==> src/rtl/mem_access_pkg.sv <==
`default_nettype none
// ============================================================================
// Module   : mem_access_pkg
// Purpose  : Shared definitions for the memory access unit: access-size
//            encodings, FSM state type and the default memory size.
// Revision : 1.0 - initial release
// ============================================================================
package mem_access_pkg;

    // Access size encodings carried on req_size (2'b11 is illegal)
    localparam logic [1:0] SIZE_B = 2'b00;
    localparam logic [1:0] SIZE_H = 2'b01;
    localparam logic [1:0] SIZE_W = 2'b10;

    // Default memory size in bytes (16 KB)
    localparam int unsigned MEM_BYTES_DFLT = 16384;

    typedef enum logic [2:0] {
        ST_IDLE     = 3'd0,
        ST_LOAD     = 3'd1,
        ST_RMW_READ = 3'd2,
        ST_WRITE    = 3'd3,
        ST_RESP     = 3'd4
    } state_t;

endpackage
`default_nettype wire

==> src/rtl/mem_lane_align.sv <==
`default_nettype none
// ============================================================================
// Module   : mem_lane_align
// Purpose  : Combinational byte-lane steering for little-endian word memory.
//            Load path : extract byte/halfword from a read word and sign- or
//                        zero-extend it.
//            Store path: merge right-justified store data into the addressed
//                        lanes of an old word (whole word for word stores).
// Ports    : i_rd_word   - word read from memory
//            i_addr_lo   - byte offset within the word (addr[1:0])
//            i_size      - access size encoding
//            i_unsigned  - zero-extend loads when 1
//            i_wdata     - right-justified store data
//            o_load_data - extracted and extended load data
//            o_merged    - word to write back
// Revision : 1.0 - initial release
// ============================================================================
module mem_lane_align
    import mem_access_pkg::*;
(
    input  logic [31:0] i_rd_word,
    input  logic [1:0]  i_addr_lo,
    input  logic [1:0]  i_size,
    input  logic        i_unsigned,
    input  logic [31:0] i_wdata,
    output logic [31:0] o_load_data,
    output logic [31:0] o_merged
);

    logic [4:0]  w_byte_sh;
    logic [4:0]  w_half_sh;
    logic [7:0]  w_byte;
    logic [15:0] w_half;

    // Bit offset of the addressed byte / halfword lane
    assign w_byte_sh = {i_addr_lo, 3'b000};
    assign w_half_sh = {i_addr_lo[1], 4'b0000};

    assign w_byte = i_rd_word[w_byte_sh +: 8];
    assign w_half = i_rd_word[w_half_sh +: 16];

    always_comb begin
        o_load_data = i_rd_word;
        case (i_size)
            SIZE_B:  o_load_data = {{24{w_byte[7]  & ~i_unsigned}}, w_byte};
            SIZE_H:  o_load_data = {{16{w_half[15] & ~i_unsigned}}, w_half};
            default: o_load_data = i_rd_word;
        endcase
    end

    // Lanes outside the addressed byte/halfword keep the value just read
    always_comb begin
        o_merged = i_rd_word;
        case (i_size)
            SIZE_B:  o_merged[w_byte_sh +: 8]  = i_wdata[7:0];
            SIZE_H:  o_merged[w_half_sh +: 16] = i_wdata[15:0];
            default: o_merged = i_wdata;
        endcase
    end

endmodule
`default_nettype wire

==> src/rtl/mem_access_unit.sv <==
`default_nettype none
// ============================================================================
// Module   : mem_access_unit
// Purpose  : Single-outstanding load/store unit between the core and a 16 KB
//            word memory (combinational read, synchronous write). Converts
//            byte/halfword/word accesses into word-aligned memory cycles,
//            using read-modify-write for sub-word stores.
// Ports    : clk, resetn (async, active-low)
//            req_*  - request from core (valid/ready handshake)
//            rsp_*  - one-cycle response pulse with load data / error flag
//            mem_*  - word-aligned memory interface
// Revision : 1.0 - initial release
// ============================================================================
module mem_access_unit
    import mem_access_pkg::*;
#(
    parameter int unsigned MEM_BYTES = MEM_BYTES_DFLT
) (
    input  logic        clk,
    input  logic        resetn,
    input  logic        req_valid,
    output logic        req_ready,
    input  logic        req_we,
    input  logic [1:0]  req_size,
    input  logic        req_unsigned,
    input  logic [31:0] req_addr,
    input  logic [31:0] req_wdata,
    output logic        rsp_valid,
    output logic [31:0] rsp_rdata,
    output logic        rsp_err,
    output logic [31:0] mem_address,
    output logic [31:0] mem_data_in,
    input  logic [31:0] mem_data_out,
    output logic        mem_we
);

    localparam logic [31:0] c_mem_limit = 32'(MEM_BYTES);

    state_t      r_state;
    logic [1:0]  r_size;
    logic        r_unsigned;
    logic [1:0]  r_addr_lo;
    logic [31:0] r_wdata;
    logic [29:0] r_word_addr;
    logic        r_req_ready;
    logic        r_rsp_valid;
    logic [31:0] r_rsp_rdata;
    logic        r_rsp_err;
    logic [31:0] r_mem_data_in;
    logic        r_mem_we;

    logic        w_req_err;
    logic [31:0] w_load_data;
    logic [31:0] w_merged;

    // Request rejection: illegal size, misalignment or out of range
    always_comb begin
        w_req_err = 1'b0;
        case (req_size)
            SIZE_B:  w_req_err = 1'b0;
            SIZE_H:  w_req_err = req_addr[0];
            SIZE_W:  w_req_err = |req_addr[1:0];
            default: w_req_err = 1'b1;
        endcase
        if (req_addr >= c_mem_limit) begin
            w_req_err = 1'b1;
        end
    end

    mem_lane_align u_lane_align (
        .i_rd_word   (mem_data_out),
        .i_addr_lo   (r_addr_lo),
        .i_size      (r_size),
        .i_unsigned  (r_unsigned),
        .i_wdata     (r_wdata),
        .o_load_data (w_load_data),
        .o_merged    (w_merged)
    );

    // All outputs are registered; each is set on the edge entering the
    // state in which it must be valid, so mem_we is a clean flop that is
    // high only while in WRITE and drops at once on reset.
    always_ff @(posedge clk or negedge resetn) begin
        if (!resetn) begin
            r_state       <= ST_IDLE;
            r_size        <= SIZE_B;
            r_unsigned    <= 1'b0;
            r_addr_lo     <= 2'b00;
            r_wdata       <= 32'h0;
            r_word_addr   <= 30'h0;
            r_req_ready   <= 1'b1;
            r_rsp_valid   <= 1'b0;
            r_rsp_rdata   <= 32'h0;
            r_rsp_err     <= 1'b0;
            r_mem_data_in <= 32'h0;
            r_mem_we      <= 1'b0;
        end else begin
            case (r_state)
                ST_IDLE: begin
                    if (req_valid) begin
                        r_size      <= req_size;
                        r_unsigned  <= req_unsigned;
                        r_addr_lo   <= req_addr[1:0];
                        r_wdata     <= req_wdata;
                        r_word_addr <= req_addr[31:2];
                        r_req_ready <= 1'b0;
                        if (w_req_err) begin
                            r_state     <= ST_RESP;
                            r_rsp_valid <= 1'b1;
                            r_rsp_err   <= 1'b1;
                            r_rsp_rdata <= 32'h0;
                        end else if (!req_we) begin
                            r_state <= ST_LOAD;
                        end else if (req_size == SIZE_W) begin
                            r_state       <= ST_WRITE;
                            r_mem_data_in <= req_wdata;
                            r_mem_we      <= 1'b1;
                        end else begin
                            r_state <= ST_RMW_READ;
                        end
                    end
                end
                ST_LOAD: begin
                    r_state     <= ST_RESP;
                    r_rsp_valid <= 1'b1;
                    r_rsp_err   <= 1'b0;
                    r_rsp_rdata <= w_load_data;
                end
                ST_RMW_READ: begin
                    r_state       <= ST_WRITE;
                    r_mem_data_in <= w_merged;
                    r_mem_we      <= 1'b1;
                end
                ST_WRITE: begin
                    r_state     <= ST_RESP;
                    r_mem_we    <= 1'b0;
                    r_rsp_valid <= 1'b1;
                    r_rsp_err   <= 1'b0;
                    r_rsp_rdata <= 32'h0;
                end
                ST_RESP: begin
                    r_state     <= ST_IDLE;
                    r_req_ready <= 1'b1;
                    r_rsp_valid <= 1'b0;
                    r_rsp_err   <= 1'b0;
                    r_rsp_rdata <= 32'h0;
                end
                default: begin
                    r_state     <= ST_IDLE;
                    r_req_ready <= 1'b1;
                    r_rsp_valid <= 1'b0;
                    r_mem_we    <= 1'b0;
                end
            endcase
        end
    end

    assign req_ready   = r_req_ready;
    assign rsp_valid   = r_rsp_valid;
    assign rsp_rdata   = r_rsp_rdata;
    assign rsp_err     = r_rsp_err;
    assign mem_address = {r_word_addr, 2'b00};
    assign mem_data_in = r_mem_data_in;
    assign mem_we      = r_mem_we;

endmodule
`default_nettype wire

==> config.mk <==
export PLATFORM = sky130hd
export DESIGN_NAME = mem_access_unit
export DESIGN_NICKNAME = d
export VERILOG_FILES = /design/src/rtl/mem_access_pkg.sv /design/src/rtl/mem_lane_align.sv /design/src/rtl/mem_access_unit.sv
export SDC_FILE = /design/constraint.sdc
export NUM_CORES = 1
export LEC_CHECK = 0
export CORE_MARGIN = 2
export CORE_UTILIZATION = 44
export CTS_CLUSTER_SIZE = 16
export DETAILED_ROUTE_END_ITERATION = 16
export PLACE_DENSITY_LB_ADDON = 0.05
export SLEW_MARGIN = 20
export SYNTH_ARGS = -nofsm -noshare
export SYNTH_HDL_FRONTEND = slang
export SYNTH_SLANG_ARGS = --single-unit
==> constraint.sdc <==
create_clock -name clk -period 2.35 [get_ports clk]
set_input_delay 0.47 -clock clk [delete_from_list [all_inputs] [get_ports clk]]
set_output_delay 0.47 -clock clk [all_outputs]
set_load 0.05 [all_outputs]
==> impl_results.rst, run 1 <==
.. list-table::
   :header-rows: 1

   * - Metric
     - Value
   * - Result of the run
     - finished, final reports clean
   * - I/O Pins
     - between 200 and 250
   * - Library cells used by synthesis
     - 54
   * - Combinational family with the most area after synthesis
     - compound AO/OA/AOI/OAI gates
   * - Post-synthesis register bit count
     - 138
   * - Data arrival at the endpoint of the critical path
     - around 2600 ps
   * - Worst Setup End Kind
     - flop
   * - Die Span X
     - ~130 µm
   * - Clk pin slew, worst setup/hold paths
     - about 60 ps
   * - Warning count from the yosys run
     - 0
   * - HPWL after detailed placement
     - between 15000 and 20000 µm
   * - Number of sinks driven by the clock tree
     - ~140
   * - Pin slew with the least headroom to its limit
     - 854 ps
   * - Required time of the critical path
     - ~2700 ps
   * - Nets
     - roughly 1000
   * - Count of placed standard cells including taps
     - about 1100
   * - Period Utilization, post-route
     - 95.7%
   * - Dominant synthesized flop cell
     - dfrtp_1
   * - Mean cell area of the mapped netlist
     - roughly 10 µm²
   * - Standard cell area after detailed placement
     - about 9900 µm²
   * - Area share of the largest cell type after synthesis
     - a little under half
   * - Mux cell area share after synthesis
     - 12.0%
   * - Die extent in y
     - approximately 130 µm
   * - Initial antenna violation count
     - 0
   * - Met3 capacity usage during global routing
     - under 10%
   * - Effective utilization at floorplan
     - 44.6%
   * - Leakage power summed over all cells
     - 0.00426 µW
   * - Routed via count
     - roughly 7000
   * - Final Hold Slack
     - approximately 480 ps
   * - Overall power consumption
     - 6950 µW
   * - Core area
     - between 15000 and 20000 µm²
   * - EDFF count, synth
     - 0
   * - Number of global-route vias before repair
     - around 7100
   * - Worst clock skew
     - 11.5 ps
   * - Count of placed standard cells in the final layout, fillers left out
     - around 1100
   * - Cell row count
     - between 40 and 50
   * - Largest voltage drop on the vdd net
     - 0.770 mV
   * - Post-detailed-route count of antenna-violating nets
     - 0
   * - Routed len/inst
     - between 20 and 25 µm
   * - Areal power density over the cells
     - 665 nW/µm²
   * - CTS tree
     - yes
   * - Total track usage
     - 30.1%
   * - Yosys top cell by area
     - dfrtp_1
   * - Share of async-settable or async-resettable flops after synthesis
     - 100%
   * - Biggest fanout along the worst timing path
     - 9
   * - Simple-gate share of the synthesized area
     - 13.1%
   * - Wirelength, routed
     - 26400 µm
   * - Worst relative slew slack
     - between 40% and 50%
   * - Total clock buffers created by CTS
     - 17
   * - Maximum number of pins on one net before global-route repair
     - 46
   * - Wire length of the first global-routing pass
     - around 40000 µm
   * - Minimum clock period
     - approximately 2200 ps
   * - Post-route cell area
     - approximately 10000 µm²
   * - GR Layer Usage met1
     - around two fifths
   * - H-tree levels
     - 4
   * - Synth top area cells
     - dfrtp_1, mux2_2, a221o_1, nor2_1, a32oi_1
   * - Setup repair after global routing missed its margin
     - false
   * - Nature of the critical path startpoint
     - flop
   * - Violation count after the first detailed-routing iteration
     - roughly 560
   * - Setup Viol. Count Final
     - 0
   * - DR vias/cell
     - ~6.1
   * - Met2 demand-to-capacity share in global routing
     - 47.8%
   * - Global placer's final weighted congestion
     - a little over 0.9
   * - Total die area
     - 17700 µm²
   * - Maximum Capacitance Violations
     - 0
   * - Post-synth design cell area
     - 7310 µm²
   * - Arithmetic-cell share of the synthesized area counting full adders, half adders and majority gates
     - 0.855%
   * - Post-synthesis share of cell area spent on xor and xnor gates
     - 0%
   * - Worst-skew pair later-pin latency
     - approximately 420 ps
   * - Tightest Hold Check Type
     - reg2reg
   * - Number of endpoints with negative hold slack in the final report
     - 0
   * - Crit Path Class
     - reg2reg
   * - Antenna fix cells
     - 0
   * - Fmax
     - 0.445 GHz
   * - Total gr overflow
     - 0
   * - Gr busiest metal
     - met2
   * - Area growth, synth to finish
     - 42.9%
   * - Share of the yosys chip area belonging to registers
     - 47.2%
   * - Compound-Gate Fraction of Synth Area
     - a little over a fifth
   * - Final routed DRC violation total
     - 0
   * - I/O Buffers
     - 200
   * - Number of buffers on the longest clock path
     - 2
   * - Final core utilization
     - between 60% and 70%
   * - Clock Tree Root
     - clkbuf_16
   * - Pre-antenna DRT Iters
     - 5
   * - Final max-slew violation count
     - 0
   * - Post-synthesis cell count
     - 705
   * - Share of final-layout standard cells stronger than drive strength 1
     - 18.8%
[final timing paths]
path,start,to,slack [ps],cells past startpoint
min in group asynchronous,resetn,rsp_rdata[17],540,2
setup / recovery,r_addr_lo[1],mem_data_in[22],100,6
hold reg to reg,req_ready,req_ready,480,2
max in group asynchronous,resetn,r_word_addr[0],1030,3
setup reg to reg,r_addr_lo[1],mem_data_in[22],100,6
hold / removal,req_ready,req_ready,480,2
[sequential cells by signal, indices dropped and copies added, names as in the netlist]
register and count:
mem_data_in 32, r_addr_lo 2, rsp_valid 1, req_ready 1, r_wdata 32, r_state 3, rsp_rdata 32, r_size 2
r_word_addr 30, mem_we 1, rsp_err 1, r_unsigned 1
[cell families (layout without fill, tap and decap cells)]
kind of cell / count (synthesis) / after routing
other: 1 / 2
adders and majority gates: 5 / 5
AOI/OAI and AO/OA: 202 / 202
buffers and inverters: 95 / 316
muxes: 76 / 76
and+or+nand+nor: 188 / 188
DFF: 138 / 138
[layout make-up]
cell class | count | area, µm²
tap | 220 | 275
inverter | 21 | 78.8
sequential | 138 | 3450
clock buffer | 20 | 437
timing repair buffer | 263 | 2570
multi-input combinational | 473 | 3520
fill | 1326 | 5950
clock inverter | 12 | 118
[where the power goes]
part	switching [µW]	internal [µW]	leakage [µW]
Combinational	1010	693	0.00223
Sequential	159	2550	0.00177
Clock	1070	1470	0.000258
[critical path, stage by stage, from the launching register on]
cell and delay, ps:
dfrtp_1 380, inv_1 190, ha_1 300, nor2b_2 220, a41o_1 360, a221o_1 440, a32o_1 250
[routing by layer]
metal | share of wire (%) | wire length (µm)
met2 | 47 | 12400
met1 | 41 | 10800
met5 | 0 | 0
met4 | 3.8 | 993
met3 | 8.3 | 2180
[layout by cell type, fill, tap and decap left out, drive strengths merged, types with 11 or more instances in the layout]
master / synthesis / routed
clkdlybuf4s50: 0 / 199
dfrtp: 137 / 137
mux2: 64 / 64
buf: 23 / 63
nor2: 58 / 58
nand3: 35 / 35
o21ai: 33 / 33
a221o: 31 / 31
nand2: 26 / 26
a32oi: 24 / 24
inv: 21 / 24
o22ai: 23 / 23
clkbuf: 51 / 20
a211oi: 18 / 18
a32o: 17 / 17
a31oi: 16 / 16
nor4: 13 / 13
nand4: 11 / 11
[synthesized netlist by cell type, types with 13 or more instances]
cell type and n:
a31oi_1 16, o22ai_1 23, nand2_1 26, buf_2 14, a32oi_1 24, nor4_1 13, mux2_2 60, inv_1 21
dfrtp_1 137, a32o_1 17, clkbuf_1 51, nor2_1 58, a211oi_1 18, nand3_1 35, a221o_1 31, o21ai_0 32
[per-stage QoR]
| stage | setup WS [ps] | setup TNS, ps |
|---|---|---|
| after floorplan | 21.3 | 0 |
| after global placement | -137 | -3400 |
| after detailed placement | -125 | -4870 |
| after CTS | 43.1 | 0 |
| after global routing | 13.8 | 0 |
| final | 101 | 0 |
[what timing repair did]
item / 4_1_cts / 5_1_grt
buffers inserted: 1 / 0
hold endpoints to repair: 40 / 0
setup endpoints to repair: 3 / 31
resized for setup: 0 / 5
pin swaps: 1 / 0
hold buffers: 1 / 0
Note: power is estimated with default switching activity, not from simulation.
==> run 2, diff against run 1 <==
--- a/config.mk
+++ b/config.mk
@@ -6,7 +6,7 @@
 export NUM_CORES = 1
 export LEC_CHECK = 0
 export CORE_MARGIN = 2
-export CORE_UTILIZATION = 44
+export CORE_UTILIZATION = 45
 export CTS_CLUSTER_SIZE = 16
 export DETAILED_ROUTE_END_ITERATION = 16
 export PLACE_DENSITY_LB_ADDON = 0.05
==> constraint.sdc (replaced) <==
create_clock -name clk -period 2.25 [get_ports clk]
set_input_delay 0.45 -clock clk [delete_from_list [all_inputs] [get_ports clk]]
set_output_delay 0.45 -clock clk [all_outputs]
set_load 0.05 [all_outputs]
==> impl_results.rst, run 2 (synthesis gave the netlist of run 1 again) <==
.. list-table::
   :header-rows: 1

   * - Metric
     - Value
   * - Result of the run
     - finished, final reports clean
   * - FF-to-FF End
     - mem_data_in[22]
   * - Critical path startpoint
     - req_ready
   * - Worst relative slew slack
     - 43.2% (+0.52 points)
   * - I/O Buffers
     - 200 (unchanged)
   * - Crit Path Class
     - reg2out
   * - I/O Pins
     - 203 (unchanged)
   * - H-tree levels
     - 4 (unchanged)
   * - Biggest fanout along the worst timing path
     - 2 (-7)
   * - Die extent in y
     - 131 µm (-1.1%)
   * - Routed via count
     - 7121 (+1.2%)
   * - Initial antenna violation count
     - 0 (unchanged)
   * - Setup repair after global routing missed its margin
     - false
   * - HPWL after detailed placement
     - 19200 µm (-1.3%)
   * - Maximum Capacitance Violations
     - 0 (unchanged)
   * - Pre-antenna DRT Iters
     - 5 (unchanged)
   * - Clock Tree Root
     - clkbuf_16
   * - Period Utilization, post-route
     - between 90% and 100%
   * - Maximum number of pins on one net before global-route repair
     - 55 (+20%)
   * - Pin slew with the least headroom to its limit
     - 846 ps (-7.74 ps)
   * - Number of global-route vias before repair
     - 7128 (+0.69%)
   * - Most frequent standard cell in the layout excluding fill and tap cells
     - clkdlybuf4s50_1
   * - Total clock buffers created by CTS
     - 17 (unchanged)
   * - Tightest Hold Check Type
     - reg2reg
   * - Highest-count cells in the layout ignoring fill and taps
     - clkdlybuf4s50_1, dfrtp_1, mux2_2
   * - Effective utilization at floorplan
     - 46.0% (+1.5 points)
   * - Largest voltage drop on the vdd net
     - 0.751 mV (-2.4%)
   * - Area growth, synth to finish
     - 44.5%
   * - Buf/Inv on CP
     - 1 (unchanged)
   * - Share of final-layout standard cells stronger than drive strength 1
     - 18.7% (-0.088 points)
   * - Final routed DRC violation total
     - 0 (unchanged)
   * - Worst-skew pair later-pin latency
     - 420 ps (about the same)
   * - Number of endpoints with negative hold slack in the final report
     - 0 (unchanged)
   * - FF-to-FF path depth
     - 6 (unchanged)
   * - Routed len/inst
     - 22.9 µm (-0.26%)
   * - Number of cells on the critical path
     - 1 (-5)
   * - Nature of the critical path startpoint
     - flop
   * - Flop2flop setup slack
     - 100 ps (about the same)
   * - Total track usage
     - 30.3% (+0.17 points)
   * - Violation count after the first detailed-routing iteration
     - 693 (+23%)
   * - Wirelength, routed
     - 26200 µm (-0.69%)
   * - Crit path max-delay family
     - buffers and inverters
   * - Data arrival at the endpoint of the critical path
     - 1740 ps (-820 ps)
   * - Areal power density over the cells
     - 743 nW/µm² (+12%)
   * - Fmax
     - about 0.46 GHz
   * - Core area
     - 15900 µm² (-3.2%)
   * - Critical-path top delay cell
     - clkdlybuf4s50_1
   * - Setup Viol. Count Final
     - 0 (unchanged)
   * - Overall power consumption
     - 7850 µW (+13%)
   * - Number of sinks driven by the clock tree
     - 138 (unchanged)
   * - Worst clock skew
     - 7.90 ps (-3.64 ps)
   * - Leakage power summed over all cells
     - 0.00431 µW (+1.2%)
   * - Number of buffers on the longest clock path
     - 2 (unchanged)
   * - Post-detailed-route count of antenna-violating nets
     - 0 (unchanged)
   * - Total Negative Setup Slacks
     - 0 ps (unchanged)
   * - Wire length of the first global-routing pass
     - 40700 µm (about the same)
   * - Required time of the critical path
     - 1800 ps (-860 ps)
   * - Cell row count
     - 46 (-2.1%)
   * - Crit path cell chain
     - clkdlybuf4s50_1
   * - Minimum clock period
     - 2190 ps
   * - Total die area
     - 17300 µm² (-2.2%)
   * - CTS tree
     - yes
   * - Nets
     - 1021 (-0.098%)
   * - Worst Setup End Kind
     - output port
   * - Antenna fix cells
     - 0 (unchanged)
   * - DR vias/cell
     - 6.24 (+1.7%)
   * - Die Span X
     - 131 µm (-1.1%)
   * - Max stage delay on crit path
     - 800 ps (+360 ps)
   * - Global placer's final weighted congestion
     - 0.922 (+1.2%)
   * - Reg-to-Reg Start
     - r_size[1]
   * - Final max-slew violation count
     - 0 (unchanged)
   * - Total gr overflow
     - 0 (unchanged)
   * - Clk pin slew, worst setup/hold paths
     - 60 ps (about the same)
   * - Capturing element of the worst setup path
     - req_ready
[run 2: cell types whose count changed in the layout (fill, tap and decap cells not counted), sizes merged]
cell / previous run / this run
buf: 63 / 62
bufinv: 1 / 6
clkinv: 4 / 1
clkinvlp: 4 / 3
clkbuf: 20 / 19
[run 2: worst min-delay path: cells and delay by family, from the launching register on]
| kind | cells | cell delay [ps] |
|---|---|---|
| and+or+nand+nor | 2 | 120 |
| DFF | 1 | 370 |
[run 2: worst min-delay path by stage]
stage / startpoint / end / slack [ps] / cells past startpoint
after floorplan: resetn / mem_data_in[0] / 150 / 0
after global routing: mem_data_in[16] / mem_data_in[16] / 500 / 1
after detailed placement: resetn / rsp_rdata[20] / 400 / 1
final: req_ready / req_ready / 490 / 2
after global placement: resetn / rsp_rdata[18] / 390 / 1
after CTS: req_ready / req_ready / 490 / 2
[run 2: through the flow]
stage / setup WS [ps] / area [µm²] / std cells / hold WS [ps] / util, %
after floorplan: 6.35 / 7330 / 706 / 154 / -
after global placement: -175 / 9860 / 1109 / 388 / 62.0
after detailed placement: -379 / 9860 / 1109 / 397 / 62.0
after CTS: 17.7 / 10600 / 1142 / 488 / 66.5
after global routing: 2.45 / 10600 / 1142 / 502 / 66.5
final: 55.4 / 10600 / 1142 / 486 / 66.5
[run 2: timing repair]
action,in CTS,in global routing
setup endpoints to repair,16,16
setup buffers,0,0
gates resized for setup,2,2
hold buffers,1,0
cloned,0,0
hold endpoints to repair,40,0
[run 2: layout make-up]
cell class | instances | area [µm²]
Clock buffer | 19 | 443
Clock inverter | 13 | 238
Fill cell | 1268 | 5320
Inverter | 21 | 78.8
Multi-Input combinational cell | 473 | 3510
Sequential cell | 138 | 3450
Tap cell | 216 | 270
Timing Repair Buffer | 262 | 2570
[run 2: report_power, final]
part	switching (µW)	leakage [µW]	total, µW	internal, µW
Sequential	162	0.00177	2830	2670
Clock	1120	0.000321	3250	2120
Combinational	1050	0.00221	1770	722
[run 2: layer usage]
metal	share of wire (%)	vias to the layer above	routed length (µm)	track usage, %
li1	-	3128	-	-
met1	40	3527	10600	39.4
met2	48	419	12600	49.4
met3	8.5	47	2220	7.14
met4	3.1	0	802	10.7
met5	0	-	0	0
==> run 3, diff against run 2 <==
--- a/config.mk
+++ b/config.mk
@@ -5,8 +5,11 @@
 export SDC_FILE = /design/constraint.sdc
 export NUM_CORES = 1
 export LEC_CHECK = 0
+export CELL_PAD_IN_SITES_DETAIL_PLACEMENT = 1
+export CELL_PAD_IN_SITES_GLOBAL_PLACEMENT = 1
 export CORE_MARGIN = 2
-export CORE_UTILIZATION = 45
+export CORE_UTILIZATION = 38
+export CTS_BUF_LIST = sky130_fd_sc_hd__clkbuf_8
 export CTS_CLUSTER_SIZE = 16
 export DETAILED_ROUTE_END_ITERATION = 16
 export PLACE_DENSITY_LB_ADDON = 0.05
==> impl_results.rst, run 3 (synthesis gave the netlist of run 1 again) <==
.. list-table::
   :header-rows: 1

   * - Metric
     - Value
   * - Count of placed standard cells including taps
     - 1130 (+1.9%)
   * - Critical-path top delay cell
     - clkdlybuf4s50_1
   * - Final Hold Slack
     - 393 ps (-93.9 ps)
   * - Worst Setup End Kind
     - output port
   * - Worst clock skew
     - 20.0 ps (+12.1 ps)
   * - Flop2flop setup slack
     - 130 ps (+30 ps)
   * - Final routed DRC violation total
     - 0 (unchanged)
   * - Total gr overflow
     - 0 (unchanged)
   * - Required time of the critical path
     - 1800 ps (about the same)
   * - Cell row count
     - 50 (+8.7%)
   * - Result of the run
     - finished, final reports clean
   * - Routed len/inst
     - 24.8 µm (+8.2%)
   * - Number of filler instances in the final layout
     - 2039 (+61%)
   * - Number of endpoints with negative hold slack in the final report
     - 0 (unchanged)
   * - Total Negative Setup Slacks
     - 0 ps (unchanged)
   * - Wire length on met1
     - 12100 µm (+15%)
   * - Maximum Capacitance Violations
     - 0 (unchanged)
   * - Overall power consumption
     - 6660 µW (-15%)
   * - Routed via count
     - 7005 (-1.6%)
   * - Nature of the critical path startpoint
     - flop
   * - Total track usage
     - 29.1% (-1.1 points)
   * - Period Utilization, post-route
     - 96.5% (-1.0 points)
   * - Pin slew with the least headroom to its limit
     - 906 ps (+60.3 ps)
   * - Crit path max-delay family
     - buffers and inverters
   * - Number of sinks driven by the clock tree
     - 138 (unchanged)
   * - Total setup buffers inserted after CTS
     - 0 (unchanged)
   * - Maximum number of pins on one net before global-route repair
     - 66 (+20%)
   * - DR vias/cell
     - 6.02 (-3.4%)
   * - Biggest fanout along the worst timing path
     - 2 (unchanged)
   * - Area growth, synth to finish
     - 41.1%
   * - Worst-skew pair later-pin latency
     - 460 ps (+40 ps)
   * - Most frequent standard cell in the layout excluding fill and tap cells
     - clkdlybuf4s50_1
   * - H-tree levels
     - 4 (unchanged)
   * - Die extent in y
     - 143 µm (+8.6%)
   * - Post-detailed-route count of antenna-violating nets
     - 0 (unchanged)
   * - Violation count after the first detailed-routing iteration
     - 389 (-44%)
   * - Total met3 wirelength after detailed routing
     - 1680 µm (-24%)
   * - Clk pin slew, worst setup/hold paths
     - 90 ps (+30 ps)
   * - Met2 WL
     - 14100 µm (+12%)
   * - Total die area
     - 20400 µm² (+18%)
   * - Number of global-route vias before repair
     - 7559 (+6.0%)
   * - Largest voltage drop on the vdd net
     - 0.582 mV (-23%)
   * - Worst relative slew slack
     - 39.1% (-4.0 points)
   * - FF-to-FF End
     - mem_data_in[8]
   * - Crit path cell chain
     - clkdlybuf4s50_1
   * - Top layer used by detailed routing
     - met4
   * - Setup repair after global routing missed its margin
     - false
   * - Wirelength, routed
     - 28900 µm (+10%)
   * - Minimum clock period
     - 2170 ps (-22.4 ps)
   * - Setup Viol. Count Final
     - 0 (unchanged)
   * - Areal power density over the cells
     - 646 nW/µm² (-13%)
   * - Nets
     - 1024 (+0.29%)
   * - Fmax
     - 0.460 GHz (+1.0%)
   * - HPWL after detailed placement
     - 21600 µm (+13%)
   * - Max stage delay on crit path
     - 850 ps (+50 ps)
   * - Count of placed standard cells in the final layout, fillers left out
     - 1163 (+1.8%)
   * - Leakage power summed over all cells
     - 0.00419 µW (-2.7%)
   * - Highest-count cells in the layout ignoring fill and taps
     - clkdlybuf4s50_1, dfrtp_1, mux2_2
   * - FF-to-FF path depth
     - 7 (+1)
   * - Pre-antenna DRT Iters
     - 5 (unchanged)
   * - Crit Path Class
     - reg2out
   * - I/O Buffers
     - 200 (unchanged)
   * - Buf/Inv on CP
     - 1 (unchanged)
   * - Critical path startpoint
     - mem_data_in[0]
   * - Core area
     - 18800 µm² (+18%)
   * - Die Span X
     - 143 µm (+8.6%)
   * - Antenna fix cells
     - 0 (unchanged)
   * - Total clock buffers created by CTS
     - 17 (unchanged)
   * - Wire length of the first global-routing pass
     - 44900 µm (+10%)
   * - Number of buffers on the longest clock path
     - 2 (unchanged)
   * - Initial antenna violation count
     - 0 (unchanged)
   * - Final max-slew violation count
     - 0 (unchanged)
   * - Effective utilization at floorplan
     - 39.0% (-7.1 points)
   * - Share of final-layout standard cells stronger than drive strength 1
     - 19.2% (+0.48 points)
   * - Global placer's final weighted congestion
     - 0.906 (-1.8%)
   * - Reg-to-Reg Start
     - r_addr_lo[1]
   * - Tightest Hold Check Type
     - in2async
   * - Data arrival at the endpoint of the critical path
     - 1720 ps (-20 ps)
   * - I/O Pins
     - 203 (unchanged)
   * - Clock Tree Root
     - clkbuf_8
   * - CTS tree
     - yes
==> run 3: changes by cell type in the layout (fill, tap and decap cells not counted), moves of 2 or more <==
| cell | previous run | this run |
|---|---|---|
| buf_4 | 53 | 56 |
| bufinv_16 | 6 | 1 |
| clkbuf_16 | 17 | 0 |
| clkbuf_8 | 1 | 18 |
| clkinv_4 | 1 | 3 |
==> run 3: per-stage QoR <==
step                area, µm²  utilization [%]  setup WS, ps
detailed placement       9910             52.8          -191
floorplan                7330                -          6.35
global placement         9900             52.8          -268
finish                  10300             55.0          77.8
CTS                     10300             54.9          56.2
global route            10300             55.0          15.9
==> run 3: repair_timing <==
item | 4_1_cts | 5_1_grt
pin swaps | 0 | 0
resized for setup | 1 | 4
hold buffers | 1 | 0
endpoints found under the hold margin | 15 | 0
endpoints found under the setup margin | 1 | 16
==> run 3: how the worst max path moves through the flow <==
stage | to | cells past startpoint | slack [ps]
floorplan | mem_data_in[16] | 8 | 6
finish | mem_data_in[0] | 1 | 80
global placement | rsp_rdata[18] | 5 | -270
detailed placement | rsp_rdata[14] | 7 | -190
CTS | mem_data_in[22] | 6 | 60
global route | rsp_rdata[31] | 5 | 20
==> run 3: power breakdown <==
part	total (µW)	internal [µW]	switching (µW)
Sequential	2830	2660	163
Combinational	1810	729	1080
Clock	2030	925	1110
Total	6660	4320	2350
==> run 3: layer usage <==
layer	vias to the layer above	GRT usage (%)
li1	3134	-
met1	3528	37.5
met2	294	49.3
met3	49	4.76
met4	0	11.3
met5	-	0
==> run 3: area by class of cell <==
| type | instances | area [µm²] | share of cell area [%] |
|---|---|---|---|
| multi-input combinational | 473 | 3510 | 34.1 |
| sequential | 138 | 3460 | 33.5 |
| timing repair buffer | 265 | 2590 | 25.1 |
| tap | 234 | 293 | 2.84 |
| clock buffer | 18 | 248 | 2.40 |
| clock inverter | 14 | 138 | 1.33 |
| inverter | 21 | 78.8 | 0.764 |
